<file path="src/rtl/ram_stream_reader.sv">
// Burst reader: streams sequential words from a 1-cycle registered-read RAM onto a valid/ready port.
// Optional RAM_STREAM_READER_WRAP_EN adds cfg_wrap_addr_i for a circular address range.
module ram_stream_reader #(
  parameter int DATA_WIDTH = 32,
  parameter int ADDR_WIDTH = 10,
  parameter int LEN_WIDTH  = 11
) (
  input  logic                  clk,
  input  logic                  rst,
  input  logic                  start_i,
  input  logic [ADDR_WIDTH-1:0] start_addr_i,
  input  logic [LEN_WIDTH-1:0]  length_i,
`ifdef RAM_STREAM_READER_WRAP_EN
  input  logic [ADDR_WIDTH-1:0] cfg_wrap_addr_i,
`endif
  output logic                  busy_o,
  output logic                  done_o,
  output logic                  ram_read_en_o,
  output logic [ADDR_WIDTH-1:0] ram_read_addr_o,
  input  logic [DATA_WIDTH-1:0] ram_data_i,
  output logic [DATA_WIDTH-1:0] m_data_o,
  output logic                  m_valid_o,
  input  logic                  m_ready_i,
  output logic                  m_last_o
);

  typedef enum logic [1:0] {S_IDLE, S_RUN, S_DRAIN} state_t;

  state_t                     r_state, w_state_nxt;
  logic [ADDR_WIDTH-1:0]      r_addr, w_addr_inc;
  logic [LEN_WIDTH-1:0]       r_remaining;
  logic                       r_inflight, r_inflight_last;
  logic [1:0][DATA_WIDTH-1:0] r_fifo_data;
  logic [1:0]                 r_fifo_last;
  logic                       r_wptr, r_rptr;
  logic [1:0]                 r_count;
  logic                       r_done;
`ifdef RAM_STREAM_READER_WRAP_EN
  logic [ADDR_WIDTH-1:0]      r_wrap;
`endif

  logic       w_pop, w_issue, w_accept, w_last_pop, w_last_issue;
  logic [2:0] w_occ;

  assign m_valid_o       = (r_count != 2'd0);
  assign m_data_o        = r_fifo_data[r_rptr];
  assign m_last_o        = m_valid_o & r_fifo_last[r_rptr];
  assign busy_o          = (r_state != S_IDLE);
  assign done_o          = r_done;
  assign ram_read_addr_o = r_addr;
  assign ram_read_en_o   = w_issue;

  assign w_pop        = m_valid_o & m_ready_i;
  assign w_last_pop   = w_pop & m_last_o;
  // Occupancy after this edge if no read is issued; keeping it below 2 leaves room for the new word.
  assign w_occ        = 3'(r_count) + 3'(r_inflight) - 3'(w_pop);
  assign w_issue      = (r_state == S_RUN) && (r_remaining != '0) && (w_occ < 3'd2);
  assign w_last_issue = w_issue && (r_remaining == LEN_WIDTH'(1));
  assign w_accept     = (r_state == S_IDLE) && start_i && (length_i != '0);

`ifdef RAM_STREAM_READER_WRAP_EN
  assign w_addr_inc = (r_addr == r_wrap) ? '0 : r_addr + ADDR_WIDTH'(1);
`else
  assign w_addr_inc = r_addr + ADDR_WIDTH'(1);
`endif

  always_comb begin
    w_state_nxt = r_state;
    case (r_state)
      S_IDLE:  if (w_accept) w_state_nxt = S_RUN;
      S_RUN:   if (w_last_issue) w_state_nxt = S_DRAIN;
      S_DRAIN: if (w_last_pop) w_state_nxt = S_IDLE;
      default: w_state_nxt = S_IDLE;
    endcase
  end

  always_ff @(posedge clk) begin
    if (rst) begin
      r_state         <= S_IDLE;
      r_addr          <= '0;
      r_remaining     <= '0;
      r_inflight      <= 1'b0;
      r_inflight_last <= 1'b0;
      r_fifo_data     <= '0;
      r_fifo_last     <= '0;
      r_wptr          <= 1'b0;
      r_rptr          <= 1'b0;
      r_count         <= 2'd0;
      r_done          <= 1'b0;
`ifdef RAM_STREAM_READER_WRAP_EN
      r_wrap          <= '0;
`endif
    end else begin
      r_state <= w_state_nxt;
      r_done  <= ((r_state == S_IDLE) && start_i && (length_i == '0)) ||
                 ((r_state == S_DRAIN) && w_last_pop);
      if (w_accept) begin
        r_addr      <= start_addr_i;
        r_remaining <= length_i;
`ifdef RAM_STREAM_READER_WRAP_EN
        r_wrap      <= cfg_wrap_addr_i;
`endif
      end else if (w_issue) begin
        r_addr      <= w_addr_inc;
        r_remaining <= r_remaining - LEN_WIDTH'(1);
      end
      r_inflight      <= w_issue;
      r_inflight_last <= w_last_issue;
      // RAM output is only meaningful the cycle after a strobe
      if (r_inflight) begin
        r_fifo_data[r_wptr] <= ram_data_i;
        r_fifo_last[r_wptr] <= r_inflight_last;
        r_wptr              <= ~r_wptr;
      end
      if (w_pop) r_rptr <= ~r_rptr;
      r_count <= r_count + {1'b0, r_inflight} - {1'b0, w_pop};
    end
  end

endmodule

</file>
<file path="config.mk">
export PLATFORM = sky130hd
export DESIGN_NAME = ram_stream_reader
export DESIGN_NICKNAME = d
export VERILOG_FILES = /design/src/rtl/ram_stream_reader.sv
export SDC_FILE = /design/constraint.sdc
export NUM_CORES = 1
export LEC_CHECK = 0
export CORE_MARGIN = 3
export CORE_UTILIZATION = 27
export DETAILED_ROUTE_END_ITERATION = 6
export PLACE_DENSITY = 0.55
export SKIP_LAST_GASP = 1
export SYNTH_ARGS = -nofsm -noshare
export SYNTH_HDL_FRONTEND = slang
export SYNTH_SLANG_ARGS = --single-unit
</file>
<file path="constraint.sdc">
create_clock -name clk -period 5.1 [get_ports clk]
set_input_delay 1.53 -clock clk [delete_from_list [all_inputs] [get_ports clk]]
set_output_delay 1.53 -clock clk [all_outputs]
set_load 0.03 [all_outputs]
</file>
==> metrics.cfg <==
[setup_path]
cpPeakStageDelay_ps = 180
startpoint_type = primary input
rrSetupSlack_ps = 970
crit_slowest_cell = clkdlybuf4s15_1
cp-end-kind = register
cp.required_ps = 5340
critPathKind = in -> reg
critical_path_arrival_ps = 5220
critPathMostFrequentCell = buf_4
critPathMaxFanout = 2

[grt]
overflow = 0
gr-usage-met1_pct = 18.0
grtUsageTotal_pct = 14.5
grt_busiest_layer = met2
grt_use_met3_pct = 3.74
antenna_found_initial = 0
grt_pass1_vias = 4277
grt_pass1_wl_um = 21100
met2_usage_pct = 24.9
grt_max_degree = 41

[power_and_ir_drop]
power.leakage_nw = 2.16
ir_drop_mv = 0.263
power_density_nw_per_um2 = 435

[synthesis]
synth_area_um2 = 4370
yosys.area.top_type_share_pct = 43.9
ys.flop_type = dfxtp_1
seq_area_frac_synth_pct = 43.9
async_flop_share_pct = 0
yosysUniqueCellTypes = 54
synth_area_per_cell_um2 = 8.25
synth_nets = 594
synth-edff-count = 0
synth_top_area_cell = dfxtp_1
synth_seq_cells = 96
synthCells = 530
synthTopCellsByArea = dfxtp_1 44%, nand2_1 13%, a21oi_1 9.2%
ys_warn_count = 0

[drt]
drc_errors = 0
dr_total_vias = 4140
ant_nets = 0
drt_first_pass_iters = 4
wire_per_inst_um = 14.8
drt-total-wl_um = 12700
viasPerCell = 4.81
dr.first_iter.drc_count = 219

[placed_design]
io_buffers = 103
dp_slack_ps = -290
place.gp.congestion = 0.822
placedCellCount = 821
dpl_cell_area_um2 = 5610
dp_hpwl_um = 8320

[sta]
period_minus_slack_ps = 4990
setup_ws_ps = 114
setup-violations-final = 0
fin_crit_sh_pct = 97.8
hold_violations = 0
rsz0062_at_grt = no
fmax_mhz = 201
tightestPinTransition_ps = 959
slew_headroom_pct = 36.1
clock_skew_ps = 4.62
hold_ws_ps = 451
slew_viol_final = 0

[floorplanning]
placementRows = 45
die_area_um2 = 17800
core_area_um2 = 15500
initial_utilization_pct = 28.1
die_y_um = 133
die_w_um = 133
io_pins = 104

[clock_tree]
clkSinkCount = 96
cts_buffers = 9
clk_pin_slew_ps = 60
htreeDepth = 3
cts-root-buf = clkbuf_16
clk-insertion-delay-late_ps = 340
clk_path_buf_depth = 2
cts_tree = built

[final_layout]
sequential_cell_area_um2 = 1920
antenna_cells = 0
layout.nets = 710
drive_gt1_share_pct = 16.3
stdcell_area_um2 = 6110
instances_no_fill = 861
areaGrowthSynthToFinish_pct = 39.7
multiInputGateArea_um2 = 2270
fill_cells = 1596

[flow_run]
cap_violations = 0

[worst_hold_path]
hold_class = reg -> reg

[outcome]
status = completed

[kinds of logic after synthesis]
group | synth area share (%)
muxes | 9.18
buffers and inverters | 4.58
and+or+nand+nor | 22.2
AOI/OAI and AO/OA | 16.5
xor gates and xnor gates | 1.40
adders and majority gates | 2.17
DFF | 43.9
[routing by layer]
layer / up-vias / share of wire (%)
met2: 99 / 49
li1: 2037 / -
met3: 12 / 4.9
met4: 0 / 1.0
met5: - / 0
met1: 1992 / 45
[registers in the layout (all words and copies together) (netlist names)]
signal	count
r_fifo_data	64
r_remaining	11
ram_read_addr_o	10
r_count	2
r_fifo_last	2
r_state	2
done_o	1
r_inflight	1
r_inflight_last	1
r_rptr	1
r_wptr	1
[cell usage in the layout (no fill, tap or decap), types with 3 or more instances in the layout]
cell	count
mux2_2	33
clkbuf_16	9
a21oi_1	80
nor2b_1	4
nor3_1	3
nand2b_1	5
buf_4	37
o31a_1	3
dfxtp_1	95
a31oi_1	4
nand3_1	6
nor4_1	5
clkbuf_8	4
nand4_1	3
or3_1	3
clkdlybuf4s50_1	100
nor2_1	18
mux2i_1	3
or4_1	5
ha_1	5
inv_1	12
a211oi_1	6
xor2_1	5
a22oi_1	3
nand2_1	152
[cell usage after synthesis (2+ instances only)]
cell,instances
inv_1,12
buf_2,2
buf_1,4
xor2_1,5
or4_1,5
a31oi_1,4
a22oi_1,3
xnor2_1,2
a21oi_1,80
buf_6,2
nor2b_1,5
nor2_1,19
and2_1,3
nand2b_1,5
o31a_1,3
o22ai_1,2
nand2_1,153
mux2_2,33
or4_4,2
nand4_1,3
o21bai_1,2
o211ai_1,2
a211oi_1,6
a311oi_1,2
dfxtp_1,96
clkbuf_1,27
ha_1,6
or3_1,3
mux2i_1,3
nand3_1,6
nor3_1,3
nor4_1,5
[cell type report]
| class | instances | share of cell area [%] |
|---|---|---|
| sequential | 96 | 31.5 |
| timing repair buffer | 140 | 21.4 |
| clock inverter | 2 | 0.205 |
| tap | 211 | 4.32 |
| multi-input combinational | 386 | 37.2 |
| clock buffer | 13 | 4.59 |
| inverter | 13 | 0.839 |
[where the power goes]
part | switching [W] | total, W | leakage, nW | internal (W)
clock network | 0.000276 | 0.000656 | 0.144 | 0.000380
logic | 0.000539 | 0.00105 | 1.24 | 0.000509
registers | 0.000115 | 0.000956 | 0.780 | 0.000841
total | 0.000930 | 0.00266 | 2.16 | 0.00173
[through the flow]
stage	setup TNS, ps	util (%)	power (W)
floorplan	0	-	0.00155
global placement	-194	36.1	0.00187
detailed placement	-290	36.1	0.00188
CTS	0	39.3	0.00267
global route	0	39.3	0.00283
finish	0	39.3	0.00266
[path summary, 6_finish.rpt]
| path | depth (start not counted) | endpoint | from |
|---|---|---|---|
| worst max-delay path | 31 | r_state[1]$_SDFFE_PP0P_ | m_ready_i |
| worst min-delay path | 2 | r_fifo_data[37]$_SDFFE_PP0P_ | r_fifo_data[37]$_SDFFE_PP0P_ |
| worst max register to register | 31 | r_state[1]$_SDFFE_PP0P_ | r_count[1]$_SDFF_PP0_ |
| worst min register to register | 2 | r_fifo_data[37]$_SDFFE_PP0P_ | r_fifo_data[37]$_SDFFE_PP0P_ |
[worst max-delay path, delay by kind of cell]
kind            cells  cell delay, ps
compound gates      1             180
simple gates        3             200
buf+inv            27            3330
[timing repair]
action                                  CTS  global route
buffers inserted                         25             0
cloned                                    0             0
resized for setup                         6             4
pin swaps                                 4             5
hold buffers                              0             0
endpoints found under the setup margin    1             3
Note: power is estimated with default switching activity, not from simulation.
